===== src/rtl/counter_seq_pkg.sv =====
// Shared encodings and types for the counter sequencer and its counter datapath.
package counter_seq_pkg;

    localparam int unsigned WIDTH = 8;

    typedef enum logic [1:0] {
        OP_CLEAR  = 2'b00,
        OP_LOAD   = 2'b01,
        OP_RUN_N  = 2'b10,
        OP_RUN_TO = 2'b11
    } op_e;

    typedef enum logic [1:0] {
        ST_IDLE   = 2'b00,
        ST_RUN_N  = 2'b01,
        ST_RUN_TO = 2'b10,
        ST_DONE   = 2'b11
    } state_e;

    typedef struct packed {
        op_e              op;
        logic [WIDTH-1:0] arg;
    } cmd_t;

endpackage


===== src/rtl/counter_sequencer_up_counter.sv =====
// Up-counter datapath owning the count register; priority clr > load_en > inc.
module up_counter #(
    parameter int unsigned WIDTH = 8
) (
    input  logic             clk,
    input  logic             rst_n,
    input  logic             clr,
    input  logic             load_en,
    input  logic [WIDTH-1:0] load,
    input  logic             inc,
    output logic [WIDTH-1:0] out
);

    always_ff @(posedge clk or negedge rst_n) begin
        if (!rst_n) begin
            out <= '0;
        end else if (clr) begin
            out <= '0;
        end else if (load_en) begin
            out <= load;
        end else if (inc) begin
            out <= out + WIDTH'(1);
        end
    end

endmodule


===== src/rtl/counter_sequencer.sv =====
// Command-driven controller sequencing an up-counter through CLEAR/LOAD/RUN_N/RUN_TO.
module counter_sequencer
    import counter_seq_pkg::*;
#(
    parameter int unsigned WIDTH = counter_seq_pkg::WIDTH
) (
    input  logic             clk,
    input  logic             rst_n,
    input  logic             cmd_valid,
    output logic             cmd_ready,
    input  logic [1:0]       cmd_op,
    input  logic [WIDTH-1:0] cmd_arg,
    input  logic             abort,
    output logic [WIDTH-1:0] count,
    output logic             busy,
    output logic             done,
    output logic             done_abort
);

    state_e           state_q, state_d;
    logic [WIDTH-1:0] remaining_q, remaining_d;
    logic [WIDTH-1:0] target_q, target_d;
    logic             done_abort_q, done_abort_d;
    logic             clr, load_en, inc;
    logic             accept;
    cmd_t             cmd;

    assign cmd       = '{op: op_e'(cmd_op), arg: cmd_arg};
    assign cmd_ready = (state_q == ST_IDLE);
    assign busy      = (state_q == ST_RUN_N) || (state_q == ST_RUN_TO);
    assign done      = (state_q == ST_DONE);
    assign done_abort = done_abort_q;
    assign accept    = cmd_valid && cmd_ready;

    up_counter #(.WIDTH(WIDTH)) u_counter (
        .clk     (clk),
        .rst_n   (rst_n),
        .clr     (clr),
        .load_en (load_en),
        .load    (cmd.arg),
        .inc     (inc),
        .out     (count)
    );

    // State and control registers
    always_ff @(posedge clk or negedge rst_n) begin
        if (!rst_n) begin
            state_q      <= ST_IDLE;
            remaining_q  <= '0;
            target_q     <= '0;
            done_abort_q <= 1'b0;
        end else begin
            state_q      <= state_d;
            remaining_q  <= remaining_d;
            target_q     <= target_d;
            done_abort_q <= done_abort_d;
        end
    end

    // Next-state and counter controls; abort beats the increment in the run states
    always_comb begin
        state_d      = state_q;
        remaining_d  = remaining_q;
        target_d     = target_q;
        done_abort_d = 1'b0;
        clr          = 1'b0;
        load_en      = 1'b0;
        inc          = 1'b0;

        unique case (state_q)
            ST_IDLE: begin
                if (accept) begin
                    unique case (cmd.op)
                        OP_CLEAR: begin
                            clr     = 1'b1;
                            state_d = ST_DONE;
                        end
                        OP_LOAD: begin
                            load_en = 1'b1;
                            state_d = ST_DONE;
                        end
                        OP_RUN_N: begin
                            remaining_d = cmd.arg;
                            state_d     = (cmd.arg == '0) ? ST_DONE : ST_RUN_N;
                        end
                        OP_RUN_TO: begin
                            target_d = cmd.arg;
                            state_d  = (count == cmd.arg) ? ST_DONE : ST_RUN_TO;
                        end
                        default: ;
                    endcase
                end
            end
            ST_RUN_N: begin
                if (abort) begin
                    done_abort_d = 1'b1;
                    state_d      = ST_DONE;
                end else begin
                    inc         = 1'b1;
                    remaining_d = remaining_q - WIDTH'(1);
                    if (remaining_q == WIDTH'(1)) begin
                        state_d = ST_DONE;
                    end
                end
            end
            ST_RUN_TO: begin
                if (abort) begin
                    done_abort_d = 1'b1;
                    state_d      = ST_DONE;
                end else begin
                    inc = 1'b1;
                    if ((count + WIDTH'(1)) == target_q) begin
                        state_d = ST_DONE;
                    end
                end
            end
            ST_DONE: begin
                state_d = ST_IDLE;
            end
            default: state_d = ST_IDLE;
        endcase
    end

endmodule


===== config.mk =====
export PLATFORM = sky130hd
export DESIGN_NAME = counter_sequencer
export DESIGN_NICKNAME = d
export VERILOG_FILES = /design/src/rtl/counter_seq_pkg.sv /design/src/rtl/counter_sequencer_up_counter.sv /design/src/rtl/counter_sequencer.sv
export SDC_FILE = /design/constraint.sdc
export NUM_CORES = 1
export LEC_CHECK = 0
export ABC_AREA = 1
export CAP_MARGIN = 0
export CORE_MARGIN = 3
export CORE_UTILIZATION = 60
export DETAILED_ROUTE_END_ITERATION = 6
export PLACE_DENSITY = 0.85
export SLEW_MARGIN = 20
export SYNTH_ARGS = -nofsm -noshare
export SYNTH_HDL_FRONTEND = slang
export SYNTH_HIERARCHICAL = 1
export SYNTH_SLANG_ARGS = --single-unit
export TNS_END_PERCENT = 10

===== constraint.sdc =====
create_clock -name clk -period 4.2 [get_ports clk]
set_clock_uncertainty 0.2 [all_clocks]
set_input_delay 0.63 -clock clk [delete_from_list [all_inputs] [get_ports clk]]
set_output_delay 0.63 -clock clk [all_outputs]
set_load 0.05 [all_outputs]

==> flow_summary.yaml, run 1 <==
run_status:
  status: "complete, no violations"
sta:
  relSlewSlack: 0.417
  period_share: 0.675
  fmax_ghz: 0.353
  hold_viol: 0
  slew_violations: 0
  grt_setup_unrepaired: "no"
  final.min_clock_period_ns: 2.84
  tns_ns: 0
  max_slew.worst_pin.slew_ns: 0.871
  setup_viol: 0
logic_synthesis:
  synthesis.instances: 317
  synth.distinct_cells: 29
  synth_area_leader_cell: "dfrtp_1"
  synthDominantCellAreaShare: 0.321
  synth_area_leaders: "dfrtp_1 (32%), nand2_1 (17%), inv_1 (7.3%), nor2_1 (7.0%), ha_1 (5.4%)"
  ys.warnings.count: 6
  async_reset_ff_frac: 1.00
  synth_most_common_cell: "nand2_1"
  synth_edf_count: 0
  synth_flop_cell: "dfrtp_1"
  netlist_area_um2: 2100
  synth_seq_area_share: 0.321
  synth_seq_cells: 27
  synth_common_cells: "nand2_1 (97), inv_1 (41), nor2_1 (39)"
  synth_fp_nets: 340
  avgSynthCellArea_um2: 6.64
power:
  clock_power_share: 0.071
  p_switching_w: 0.000946
  p_leak_nw: 1.16
  pwr-share-seq: 0.301
  swShare: 0.537
  power_density_nw_per_um2: 730
  peakVddDrop_mv: 0.374
  combPwrFrac: 0.629
  intPower_w: 0.000817
floorplan:
  die_w_um: 65.2
  die_area_um2: 4250
  die_h_um: 65.2
  core_um2: 3200
  start_util: 0.657
  io-pin-count: 26
  rows: 20
worst_setup_path:
  critPathLaunch: "state_q[0]$_DFFE_PN0P_"
  r2r_start: "state_q[1]$_DFFE_PN0P_"
  cp_max_fo: 4
  worstSetupStartpointType: "register"
  slowest_stage: "clkdlybuf4s50_1"
  critical-path-top-delay-family: "buffers and inverters"
  crit_arrival_ns: 2.01
  crit_buf_inv: 2
  cpPeakStageDelay_ns: 0.81
  end_kind: "output port"
  required_ns: 3.37
  path_cells: "inv_1 > ha_1 > clkdlybuf4s50_1"
  critPathKind: "register to output port"
clock_network:
  clock_latency_ns: 0.35
  htree_levels: 1
  post-cts-setup-buffer-count: 0
  postCtsHoldBufs: 0
  numCtsBuffers: 3
  cts_tree: "yes"
  root_buffer: "clkbuf_4"
  cts_resized: 0
  clock_path_buffers: 2
  clk_transition_reported_paths_ns: 0.17
  cts_num_sinks: 27
grt:
  antenna_found_initial: 0
  grt_max_degree: 28
  grt_pass1_vias: 1953
  grt.overflow.total: 0
  track_usage: 0.256
  grt_pass1_wl_mm: 8.52
final_layout:
  layout-drive-gt1-share: 0.0816
  nets: 367
  fin_cells: 387
  diodes: 0
  nFillCells: 258
  syn_to_final_growth_pct: 14.7
place:
  place_congestion: 0.862
  dp.cells: 383
  io_buffers: 25
  dpl.hpwl_mm: 3.67
hold_path:
  worstHoldStart: "remaining_q[5]$_DFFE_PN0P_"
  hp-class: "register to register"
drt:
  routed-via-count: 2037
  drt-initial-drc-count: 151
  wl_per_cell_um: 12.7
  ant_nets: 0
  wl_mm: 4.90
  viasPerCell: 5.26
  drc_errors: 0
  dr.pass1.iters: 4
flow_run:
  cap_violations: 0
==> cell type report <==
class | count | area [µm²] | area share
Multi-Input combinational cell | 242 | 1230 | 0.510
Sequential cell | 27 | 676 | 0.280
Timing Repair Buffer | 26 | 258 | 0.107
Inverter | 44 | 165 | 0.0684
Tap cell | 44 | 55.1 | 0.0228
Clock buffer | 3 | 22.5 | 0.00933
Clock inverter | 1 | 7.51 | 0.00311
==> routing by layer <==
metal,routed length (µm),global-route usage,vias to the layer above,share of wire
li1,-,-,1047,-
met1,2290,0.352,915,0.47
met2,2270,0.413,66,0.46
met3,239,0.0171,9,0.049
met4,102,0.114,0,0.021
met5,0,0,-,0
==> through the flow <==
stage          hold slack [ns]  total power [W]  cell area (µm²)  setup slack, ns  utilization
2_1_floorplan            0.134          0.00137             2100             1.95            -
3_3_place_gp             0.304          0.00161             2380             1.77        0.745
3_5_place_dp             0.319          0.00164             2380             1.72        0.745
4_1_cts                  0.359          0.00176             2410             1.34        0.754
5_1_grt                  0.396          0.00194             2410             1.23        0.754
6_report                 0.352          0.00176             2410             1.36        0.754
==> power groups by stage <==
stage	combinational, W	clock, W	sequential, W
floorplan	0.000760	0	0.000607
global route	0.00125	0.000138	0.000551
global placement	0.00108	0	0.000528
detailed placement	0.00110	0	0.000535
CTS	0.00111	0.000129	0.000528
finish	0.00111	0.000124	0.000531
==> cell families after synthesis <==
logic type	synth area share
XOR/XNOR	0.0583
adder cells (fa/ha/maj)	0.0535
flip-flops	0.321
AO/OA/AOI/OAI	0.111
AND/OR/NAND/NOR	0.363
buffers and inverters	0.0939
==> sequential cells by signal (all words and copies together), names as in the netlist <==
register       cells
remaining_q        8
target_q           8
u_counter/out      8
state_q            2
done_abort         1
==> cell usage in the layout (no fill, tap or decap), drive strengths merged <==
cell type	n
xor2	6
nor2	49
inv	44
or2	3
nand4	3
o211ai	2
nand2	101
o31ai	1
dfrtp	27
a211oi	1
a31oi	1
a21oi	7
nand3b	1
o21ai	27
ha	9
clkbuf	3
buf	1
nor3	4
clkinvlp	1
nand3	16
o22ai	3
xnor2	8
clkdlybuf4s50	25
==> path summary, 6_finish.rpt <==
check | to | slack [ns] | cells after the start
min in group asynchronous | target_q[4]$_DFFE_PN0P_ | 0.43 | 2
max in group asynchronous | target_q[5]$_DFFE_PN0P_ | 3.10 | 2
setup reg to reg | remaining_q[4]$_DFFE_PN0P_ | 1.91 | 9
hold reg to reg | remaining_q[5]$_DFFE_PN0P_ | 0.35 | 2
hold / removal | remaining_q[5]$_DFFE_PN0P_ | 0.35 | 2
setup / recovery | busy | 1.36 | 3
==> worst reg2reg max path, cell delays in order, from the launching register on <==
cell and delay [ns]:
dfrtp_1 0.45, inv_1 0.11, ha_1 0.43, inv_2 0.16
or2_1 0.26, o21ai_2 0.07, nand2_2 0.10, inv_2 0.16
o21ai_0 0.15, o22ai_1 0.14
Note: power is estimated with default switching activity, not from simulation.
==> run 2, diff against run 1 <==
Settings changed: CORE_UTILIZATION 60 to 50, PLACE_DENSITY 0.85 to 0.76.
Clock period 4.2 ns to 2.4 ns, I/O delays scaled along.
==> run 2 against run 1 <==
  * Via count fell by 0.15%
  * Count of clock-buffer cells in the layout rose by 1
  * Critical path depth fell by 2
  * Core utilization fell by 10 points
  * Sequential share of layout area fell by 1.0 points
  * Die area rose by 18%
  * Power rose by 83%
  * Sequential power rose by 59%
  * Cell count rose by 3.6%
==> flow_summary.yaml, run 2 (same netlist as run 1, synthesis figures left out) <==
place:
  dp.cells: 397
  dpl.hpwl_mm: 3.85
  io_buffers: 25
  place_congestion: 0.896
  pre_cts_slack_ns: 0.340
power:
  intPower_w: 0.00155
  peakVddDrop_mv: 0.669
  power_density_nw_per_um2: 1290
  p_leak_nw: 1.22
  p_switching_w: 0.00168
  combPwrFrac: 0.657
  clock_power_share: 0.081
  swShare: 0.520
  pwr-share-seq: 0.262
final_layout:
  layout-drive-gt1-share: 0.110
  final_common_cell: "nand2_1"
  nets: 377
  largestRegisters: "remaining_q (8), target_q (8), u_counter/out (8)"
  diodes: 0
  nFillCells: 360
  most-common-layout-cells: "nand2_1 (97), inv_1 (41), nor2_1 (39)"
  syn_to_final_growth_pct: 19.0
  fin_cells: 401
sta:
  final.min_clock_period_ns: 2.22
  fin_ws_ns: 0.184
  relSlewSlack: 0.669
  hold_viol: 0
  grt_setup_unrepaired: "no"
  max_slew.worst_pin.slew_ns: 0.495
  setup_viol: 0
  slew_violations: 0
  period_share: 0.923
  fmax_ghz: 0.451
  tns_ns: 0
drt:
  drc_errors: 0
  viasPerCell: 5.07
  routed-via-count: 2034
  ant_nets: 0
  wl_mm: 5.13
  wl_per_cell_um: 12.8
  drt-initial-drc-count: 119
  dr.pass1.iters: 4
grt:
  track_usage: 0.212
  grt_max_degree: 28
  grt_pass1_vias: 1901
  grt.overflow.total: 0
  grt_pass1_wl_mm: 8.63
  antenna_found_initial: 0
worst_setup_path:
  worstSetupStartpointType: "register"
  end_kind: "output port"
  cpPeakStageDelay_ns: 0.86
  required_ns: 1.84
  critical-path-top-delay-family: "buffers and inverters"
  path_cells: "clkdlybuf4s50_1"
  crit_buf_inv: 1
  critPathKind: "register to output port"
  crit_arrival_ns: 1.66
  reg2reg_slack_ns: 0.38
  cp_max_fo: 7
  slowest_stage: "clkdlybuf4s50_1"
clock_network:
  cts_num_sinks: 27
  cts_tree: "yes"
  root_buffer: "clkbuf_8"
  clk_transition_reported_paths_ns: 0.10
  htree_levels: 1
  postCtsHoldBufs: 0
  post-cts-setup-buffer-count: 0
  numCtsBuffers: 3
  cts_resized: 0
  clock_latency_ns: 0.27
  clock_path_buffers: 2
hold_path:
  hp-class: "primary input to async pin"
floorplan:
  die_h_um: 70.9
  start_util: 0.546
  core_um2: 3850
  die_w_um: 70.9
  rows: 22
  die_area_um2: 5020
  io-pin-count: 26
run_status:
  status: "complete, no violations"
flow_run:
  cap_violations: 0
run 2: cell count changes in the layout (fill, tap and decap cells not counted):
| cell | before | now |
|---|---|---|
| buf_4 | 1 | 13 |
| clkbuf_4 | 3 | 0 |
| clkbuf_8 | 0 | 3 |
| clkdlybuf4s50_1 | 25 | 23 |
| clkbuf_1 | 0 | 1 |
| clkinvlp_4 | 1 | 0 |
run 2: worst paths after layout:
path | from | end | depth (start not counted)
setup / recovery | u_counter/out[0]$_DFFE_PN0P_ | count[0] | 1
hold / removal | rst_n | target_q[1]$_DFFE_PN0P_ | 2
setup reg to reg | state_q[1]$_DFFE_PN0P_ | remaining_q[4]$_DFFE_PN0P_ | 9
hold reg to reg | remaining_q[5]$_DFFE_PN0P_ | remaining_q[5]$_DFFE_PN0P_ | 2
max in group asynchronous | rst_n | remaining_q[0]$_DFFE_PN0P_ | 2
min in group clk | remaining_q[5]$_DFFE_PN0P_ | remaining_q[5]$_DFFE_PN0P_ | 2
run 2: final cells by class:
type / instances / area [µm²] / area share
inverters: 44 / 165 / 0.0659
clock buffers: 4 / 45.0 / 0.0180
repair buffers: 36 / 328 / 0.131
multi-input cells: 242 / 1230 / 0.492
well taps: 48 / 60.1 / 0.0240
flip-flops and latches: 27 / 676 / 0.270
run 2: power by group through the flow:
stage | clock network [W] | logic (W) | registers, W
6_report | 0.000262 | 0.00212 | 0.000843
3_3_place_gp | 0 | 0.00204 | 0.000845
3_5_place_dp | 0 | 0.00209 | 0.000850
5_1_grt | 0.000297 | 0.00236 | 0.000873
2_1_floorplan | 0 | 0.00133 | 0.00106
4_1_cts | 0.000273 | 0.00211 | 0.000841
run 2: through the flow:
| stage | util | instance area (µm²) | power [W] | hold slack, ns |
|---|---|---|---|---|
| 2_1_floorplan | - | 2100 | 0.00239 | -0.136 |
| 3_3_place_gp | 0.638 | 2460 | 0.00289 | 0.307 |
| 3_5_place_dp | 0.638 | 2460 | 0.00294 | 0.317 |
| 4_1_cts | 0.650 | 2500 | 0.00322 | 0.265 |
| 5_1_grt | 0.650 | 2500 | 0.00353 | 0.261 |
| 6_report | 0.650 | 2500 | 0.00322 | 0.256 |
run 2: per-layer routing:
layer | share of wire | GRT usage | vias up
met5 | 0 | 0 | -
met4 | 0.012 | 0.0626 | 0
met3 | 0.024 | 0.0341 | 6
met2 | 0.48 | 0.356 | 28
met1 | 0.49 | 0.281 | 935
li1 | - | - | 1065
==> run 3, diff against run 2 <==
Settings changed: CORE_UTILIZATION 50 to 60, PLACE_DENSITY 0.76 to 0.85.
Clock period 2.4 ns to 2.8 ns, I/O delays scaled along.
==> run 3 against run 2 <==
  * Setup slack improved by 0.023 ns
  * Count of clock-buffer cells in the layout unchanged
  * Register-to-register slack improved by 0.15 ns
  * Power decreased by 17%
  * Sequential power decreased by 9.3%
  * Flip-flop and latch count unchanged
  * Critical path depth increased by 2
  * Die area decreased by 15%
  * First-iteration DRC count increased by 25%
  * Sequential share of layout area increased by 0.79 points
  * Routed wire length increased by 2.3%
  * Critical path type unchanged
  * Largest cell class unchanged
  * Largest power group unchanged
==> flow_summary.yaml, run 3 (same netlist as run 1, synthesis figures left out) <==
grt:
  grt.overflow.total: 0
  antenna_found_initial: 0
  use_met1: 0.357
  grt_use_met2: 0.445
  gr-max-usage-layer: "met2"
  grt_pass1_wl_mm: 8.77
  track_usage: 0.265
  grt_pass1_vias: 1980
  gr-usage-met3: 0.0222
  grt_max_degree: 28
worst_setup_path:
  critPathKind: "register to output port"
  reg2reg_slack_ns: 0.53
  reg2reg_to: "remaining_q[5]$_DFFE_PN0P_"
  crit_path_end: "busy"
  r2r_start: "state_q[1]$_DFFE_PN0P_"
  end_kind: "output port"
  crit_arrival_ns: 1.97
  required_ns: 2.18
  cp_max_fo: 4
  rr_worst_depth: 10
  critPathLaunch: "state_q[1]$_DFFE_PN0P_"
  worstSetupStartpointType: "register"
sta:
  period_share: 0.926
  final.min_clock_period_ns: 2.59
  hold_ws_ns: 0.244
  relSlewSlack: 0.656
  hold_viol: 0
  setup_viol: 0
  slew_violations: 0
  fmax_ghz: 0.386
  grt_setup_unrepaired: "no"
  tns_ns: 0
  max_slew.worst_pin.slew_ns: 0.515
clock_network:
  cts_tree: "yes"
  cts_resized: 0
  clock_latency_ns: 0.33
  htree_levels: 1
  root_buffer: "clkbuf_4"
  clk_transition_reported_paths_ns: 0.15
  numCtsBuffers: 3
  clock_path_buffers: 2
  postCtsHoldBufs: 0
  cts_num_sinks: 27
  post-cts-setup-buffer-count: 0
floorplan:
  die_area_um2: 4250
  io-pin-count: 26
  die_w_um: 65.2
  die_h_um: 65.2
  start_util: 0.657
  rows: 20
  core_um2: 3200
final_layout:
  final_common_cell: "nand2_1"
  syn_to_final_growth_pct: 15.6
  most-common-layout-cells: "nand2_1 (97), inv_1 (41), nor2_1 (39)"
  layout-drive-gt1-share: 0.0867
  diodes: 0
  nets: 370
  largestRegisters: "remaining_q (8), target_q (8), u_counter/out (8)"
  fin_cells: 390
drt:
  viasPerCell: 5.37
  wl_mm: 5.25
  routed-via-count: 2096
  drt-initial-drc-count: 149
  ant_nets: 0
  drc_errors: 0
  wl_per_cell_um: 13.5
  dr.pass1.iters: 5
power:
  clock_power_share: 0.064
  pwr-share-seq: 0.286
  p_leak_nw: 1.18
  p_switching_w: 0.00144
  combPwrFrac: 0.650
  swShare: 0.536
  peakVddDrop_mv: 0.681
  power_density_nw_per_um2: 1100
  intPower_w: 0.00124
place:
  place_congestion: 0.871
  dpl.hpwl_mm: 3.92
  io_buffers: 25
  dp.cells: 386
run_status:
  status: "complete, no violations"
flow_run:
  cap_violations: 0
hold_path:
  hp-class: "primary input to async pin"
==> run 3: cell types whose count changed in the layout (fill, tap and decap cells not counted) <==
cell,before,now
clkbuf_4,0,3
clkbuf_8,3,0
buf_4,13,4
clkdlybuf4s50_1,23,25
==> run 3: worst max-delay path, cell delays in order, from the launching register on <==
cell and delay (ns):
dfrtp_1 0.42, inv_1 0.10, ha_1 0.32, clkdlybuf4s50_1 0.81
==> run 3: how the worst min path moves through the flow <==
stage | from | end | cells after the start
after floorplan | rst_n | done_abort$_DFF_PN0_ | 0
after global placement | remaining_q[5]$_DFFE_PN0P_ | remaining_q[5]$_DFFE_PN0P_ | 2
after detailed placement | remaining_q[5]$_DFFE_PN0P_ | remaining_q[5]$_DFFE_PN0P_ | 2
after CTS | rst_n | u_counter/out[3]$_DFFE_PN0P_ | 2
after global routing | rst_n | u_counter/out[3]$_DFFE_PN0P_ | 2
final | rst_n | u_counter/out[3]$_DFFE_PN0P_ | 2
==> run 3: stage by stage <==
step	setup slack, ns	total power (W)	util	cell area [µm²]
2_1_floorplan	0.550	0.00205	-	2100
3_3_place_gp	0.587	0.00243	0.752	2410
3_5_place_dp	0.525	0.00249	0.752	2410
4_1_cts	0.184	0.00268	0.760	2430
5_1_grt	0.0861	0.00293	0.760	2430
6_report	0.207	0.00268	0.760	2430
==> run 3: layout make-up <==
cell class	instances	area [µm²]
clock buffers	4	26.3
repair buffers	29	280
fillers	285	769
flip-flops and latches	27	676
multi-input cells	242	1230
inverters	44	165
well taps	44	55.1
==> run 3: routing by layer <==
metal  vias up  wire (µm)
li1       1046          -
met1       964       2260
met2        75       2590
met3        11        306
met4         0         89
met5         -          0
==> run 3: power groups by stage <==
stage	Clock, W	Sequential [W]	Combinational (W)
2_1_floorplan	0	0.000911	0.00114
3_3_place_gp	0	0.000760	0.00167
3_5_place_dp	0	0.000772	0.00172
4_1_cts	0.000184	0.000763	0.00173
5_1_grt	0.000195	0.000794	0.00194
6_report	0.000172	0.000765	0.00174
